`config.mk`:
```
export PLATFORM = sky130hd
export DESIGN_NAME = burst_addr_seq
export DESIGN_NICKNAME = d
export VERILOG_FILES = /design/src/rtl/burst_addr_seq.sv
export SDC_FILE = /design/constraint.sdc
export NUM_CORES = 1
export LEC_CHECK = 0
export ABC_CLOCK_PERIOD_IN_PS = 2200
export BUFFER_PORTS_ARGS = -buffer_cell sky130_fd_sc_hd__buf_4
export CAP_MARGIN = 10
export CORE_MARGIN = 2
export CORE_UTILIZATION = 50
export CTS_CLUSTER_SIZE = 24
export DETAILED_ROUTE_END_ITERATION = 10
export PLACE_DENSITY = 0.78
export SLEW_MARGIN = 40
export SYNTH_ARGS = -nofsm -noshare
export SYNTH_HDL_FRONTEND = slang
export SYNTH_SLANG_ARGS = --single-unit
```
`constraint.sdc`:
```
create_clock -name i_clk -period 2.2 [get_ports i_clk]
set_input_delay 0.66 -clock i_clk [delete_from_list [all_inputs] [get_ports i_clk]]
set_output_delay 0.66 -clock i_clk [all_outputs]
set_load 0.1 [all_outputs]
```
`src/rtl/burst_addr_seq.sv`:
```
// Burst address sequencer: accepts a {start address, beats-1} command and
// emits one incrementing beat address per downstream handshake.
module burst_addr_seq #(
  parameter int ADDR_BITS = 24,
  parameter int LEN_BITS  = 8
) (
  input  logic                 i_clk,
  input  logic                 i_rst_n,
  input  logic                 i_cmd_valid,
  output logic                 o_cmd_ready,
  input  logic [ADDR_BITS-1:0] i_cmd_addr,
  input  logic [LEN_BITS-1:0]  i_cmd_len,
  input  logic                 i_abort,
  output logic                 o_beat_valid,
  input  logic                 i_beat_ready,
  output logic [ADDR_BITS-1:0] o_beat_addr,
  output logic                 o_beat_last,
  output logic                 o_busy,
  output logic                 o_done
);

  typedef enum logic {
    IDLE = 1'b0,
    RUN  = 1'b1
  } state_t;

  state_t               state;
  logic [ADDR_BITS-1:0] addr_q;
  logic [LEN_BITS-1:0]  remain_q;
  logic                 done_q;
  logic [1:0]           rst_sync;
  logic                 rst_n_s;

  // NOTE: assertion reaches the core at once through the async clear of the
  // synchroniser; release is delayed two edges so no flop sees a runt edge.
  always_ff @(posedge i_clk or negedge i_rst_n) begin
    if (!i_rst_n) rst_sync <= 2'b00;
    else          rst_sync <= {rst_sync[0], 1'b1};
  end

  assign rst_n_s = rst_sync[1];

  // NOTE: all state below uses non-blocking assignments so every register
  // samples the pre-edge values of its peers.
  always_ff @(posedge i_clk or negedge rst_n_s) begin
    if (!rst_n_s) begin
      state    <= IDLE;
      addr_q   <= '0;
      remain_q <= '0;
      done_q   <= 1'b0;
    end else begin
      done_q <= 1'b0;
      unique case (state)
        IDLE: begin
          if (i_cmd_valid) begin
            addr_q   <= i_cmd_addr;
            remain_q <= i_cmd_len;
            state    <= RUN;
          end
        end
        RUN: begin
          // Abort wins over completion: a beat taken in this cycle still
          // counts as delivered, but no done pulse is raised.
          if (i_abort) begin
            state <= IDLE;
          end else if (i_beat_ready) begin
            if (remain_q == '0) begin
              state  <= IDLE;
              done_q <= 1'b1;
            end else begin
              addr_q   <= addr_q + 1'b1;
              remain_q <= remain_q - 1'b1;
            end
          end
        end
        default: state <= IDLE;
      endcase
    end
  end

  assign o_cmd_ready  = (state == IDLE);
  assign o_busy       = (state == RUN);
  assign o_beat_valid = (state == RUN);
  assign o_beat_last  = (state == RUN) && (remain_q == '0);
  assign o_beat_addr  = addr_q;
  assign o_done       = done_q;

endmodule

```
; ---- Word level (Yosys, flattened, before mapping)
; Index checks and enable logic that the tools add are counted.
[totals]
input_bits = 37
regBits = 36
[classes]
eq_ne = 4
bitwise = 1
n_addsub = 2
mux = 19
n_reduce_logical = 3
[ops]
columns = cell, count
row1 = two-way mux 24 bit, 4
row2 = one-hot mux 24 bit (2 select lines), 1
row3 = two-way mux 8 bit, 4
row4 = adder 24 x 1 -> 24 bit (second input constant), 1
row5 = one-hot mux 8 bit (2 select lines), 1
row6 = zero test 8 bit, 1
row7 = two-way mux 1 bit, 8
row8 = != test 2 bit (second input constant), 4
row9 = subtractor 8 x 1 -> 8 bit (second input constant), 1
row10 = AND reduction 4 bit, 1
row11 = one-hot mux 1 bit (2 select lines), 1
row12 = logical AND 1 bit, 1
row13 = inverter 1 bit, 1

; ---- Longest topological paths before layout
[logic_depth]
word_depth = 5
depth_mapped = 8
depth_no_buf = 7

; ---- Least setup slack after synthesis
; No wires, ideal clock.
[synth_path]
kind = register to output
start = reg state, in the netlist o_beat_valid
end = out o_beat_last
n_path_buf = 1
slack_ps = -1996
t_arrival_ps = 3536
path_stages_with_launch = 4
cell_sequence = dfrtp_1 > clkinv_1 > buf_1 > nor2_1
[synth_via]
elab_chain_len = 1
[synth_lines]
columns = element, line
row1 = start: declaration, 27  ; state_t state;
row2 = start signal: assignment, 47  ; state <= IDLE;
row3 = start signal: assignment, 58  ; state <= RUN;
row4 = start signal: assignment, 65  ; state <= IDLE;
row5 = logical AND 1 bit, 84  ; assign o_beat_last = (state == RUN) && (remain_q == '0);
row6 = end: declaration, 17  ; output logic o_beat_last,
; Every way passes these cells.

; ---- Worst setup path after layout
[layout_path]
start = reg remain_q[1]
end = out o_beat_last
[layout_via]
elab_chain_len = 2
[layout_lines]
columns = element, line
row1 = start: declaration, 29  ; logic [LEN_BITS-1:0] remain_q;
row2 = start signal: assignment, 57  ; remain_q <= i_cmd_len;
row3 = start signal: assignment, 72  ; remain_q <= remain_q - 1'b1;
row4 = zero test 8 bit, 84
row5 = logical AND 1 bit, 84
; Every way passes these cells.

==> reports/results.txt <==
Status: finished with violations
Violated checks: negative setup slack
Dpl ws: 87.1 ps
Die ar.: 5000 um2
Multi-input logic area: 1270 um2
Ratio of final minimum period to clock period: 1.01
Worst-path clk slew: 80 ps
WL met2: 3.08 mm
Mapped Nets: 288
Crit path required time: 1540 ps
Top Ports: 66
Post-route insts no fill: 380
Core area: 4320 um2
Placed Cells: 366
Final worst setup slack: -31.3 ps
Overflow after GRT: 0
Clock power frac: 0.119
Unrepaired setup endpoints after global routing: yes
Net Sw Power: 2.43 mW
Clock sinks: 36
Pwr Total: 4.24 mW
Syn_area_per_cell: 8.97 um2
Slew Limit Fails: 0
Vias in the first global route: 2189
Vias per inst: 6.01
GR Util All Layers: 0.257
Commonest cells after routing, fill and taps aside: buf_4, a21oi_1, nand2_1, dfrtp_2
PD cells: 1400 nW/um2
Area delta synth->final: 36.1%
CP Buf/Inv Count: 2
I/O Buffers: 65
CTS tree: done
Minimum clock period: 2230 ps
Remaining DRCs: 0
Total of max-cap violations: 0
Drt first pass iters: 4
Wire length on met1: 2.62 mm
# nets final: 367
Final setup violation count: 1
Worst-Skew Late Latency: 290 ps
Worst Setup Path Type: reg2out
Cell Chain, Critical Path: inv_2, ha_4, nor4b_4, nand2_2, nor2_4, buf_12
Setup_tns: -31.3 ps
CTS max path bufs: 2
Largest stage delay, worst path: 410 ps
Most used DFF post-synth: dfrtp_1
H-tree depth: 2
Drt wl/cell: 16.4 um
Slew headroom: 0.667
Clock skew: 7.11 ps
Max FO, Critical Path: 2
Antenna-violating nets left: 0
ANT cells: 0
Startpoint types: flip-flop
Via count: 2283
Maximum vdd drop: 0.000842 V
Data arrival, critical path: 1570 ps
Chip Height: 70.7 um
Initial core utilization: 0.514
Hold WC Path Type: in2async
CTS root buf: clkbuf_8
Fillers: 358
Top Layer Used: met4
First-pass GRT wire length: 10.4 mm
Leakage: 1.26 nW
Endpoint class of the critical path: output port
Die Wd: 70.7 um
Syn Inst Count: 248
FF+latch count, synth: 36
Sequential cell area: 927 um2
Net Sw Frac: 0.573
Share of layout cells above drive strength 1: 0.393
Post-synth cell types: 60
WL met3: 413 um
Mapped Area: 2220 um2
Largest net degree at the start of global routing: 53
Hold Fails Final Rpt: 0
Hpwl dp: 4.24 mm
Yosys warning count: 0
Final WL: 6.22 mm
Critical path's top delay family: simple AND/OR/NAND/NOR gates
Initial antenna violation count: 0
Routability cong.: 0.796
Internal power: 1.81 mW
Number of synthesized flops with an enable pin: 0
First DRT Iteration DRCs: 188
Largest cells by area after synthesis: dfrtp_1, a21oi_1, nand2_1
Slew @ Worst Pin: 496 ps
Register share of total power: 0.294
Synth area leader: dfrtp_1
Max Clock Freq: 448 MHz
CP max stage cell: dfrtp_1
Comb power frac: 0.588
Row count: 24
Register area share after synthesis: 0.405
Ys async rst share: 1.00
CTS Hold Bufs: 0
Commonest non-fill, non-tap cell in the layout: buf_4
Top-area cell type share of the netlist area: 0.405
Cts bufs inserted: 5
## power by group through the flow
stage               Clock (mW)  Combinational (mW)  Sequential [mW]
floorplan                    0               0.702             2.36
finish                   0.503                2.49             1.25
global placement             0                2.39             1.24
CTS                      0.511                2.49             1.24
detailed placement           0                2.41             1.25
global route             0.546                2.61             1.29
## state kept, by name (all words and copies together), names as in the netlist
signal,count
remain_q,8
rst_sync,2
o_done,1
o_beat_addr,24
o_beat_valid,1
## metal layers
layer | track usage | vias up
met3 | 0.0584 | 12
li1 | - | 1095
met1 | 0.336 | 1088
met4 | 0.0713 | 0
met5 | 0 | -
met2 | 0.430 | 88
## synthesized netlist by cell type (2+ instances only)
cell       n
a21oi_1   38
dfrtp_1   36
nand2_1   29
nor2_1    18
nand3_1   14
o22ai_1   11
o21ai_0    9
nand4_1    8
o22a_1     5
xor2_1     5
clkbuf_1   4
mux2i_1    4
nand2b_1   4
nor3_1     4
buf_1      3
buf_2      3
ha_1       3
inv_1      3
buf_6      2
nor4_4     2
o2bb2a_1   2
o32ai_1    2
or4_1      2
## kinds of logic after synthesis
family	Yosys count	synth area share
simple gates	96	0.250
compound gates	86	0.250
flops	36	0.405
buf+inv	17	0.0388
xor+xnor	5	0.0197
mux	4	0.0180
fa+ha+maj	3	0.0169
other cells	1	0.00169
## through the flow
stage	hold WS (ps)	utilization	instance area (um2)
2_1_floorplan	331	-	2260
3_3_place_gp	291	0.661	2860
3_5_place_dp	291	0.661	2860
4_1_cts	126	0.698	3020
5_1_grt	110	0.700	3030
6_report	133	0.700	3030
## path summary, 6_finish.rpt
path / from / endpoint / slack [ps] / cells past startpoint
worst max-delay path: remain_q[1] / o_beat_last / -30 / 6
worst min-delay path: i_rst_n / rst_sync[1] / 130 / 1
worst max register to register: remain_q[1] / remain_q[2] / 160 / 9
worst min register to register: rst_sync[1] / o_done / 270 / 1
max in group asynchronous: rst_sync[1] / o_beat_valid / 1570 / 1
min in group i_clk: rst_sync[0] / rst_sync[1] / 360 / 0
## area by class of cell
class                   instances  share of cell area
multi-input cells             195               0.418
well taps                      52              0.0215
flip-flops and latches         36               0.306
inverters                       4             0.00537
repair buffers                 85               0.219
clock buffers                   8              0.0298
## repair_timing
action,CTS,global route
pin swaps,2,0
gates resized for setup,9,0
endpoints found under the setup margin,1,1
setup buffers,5,1
Note: power is estimated with default switching activity, not from simulation.
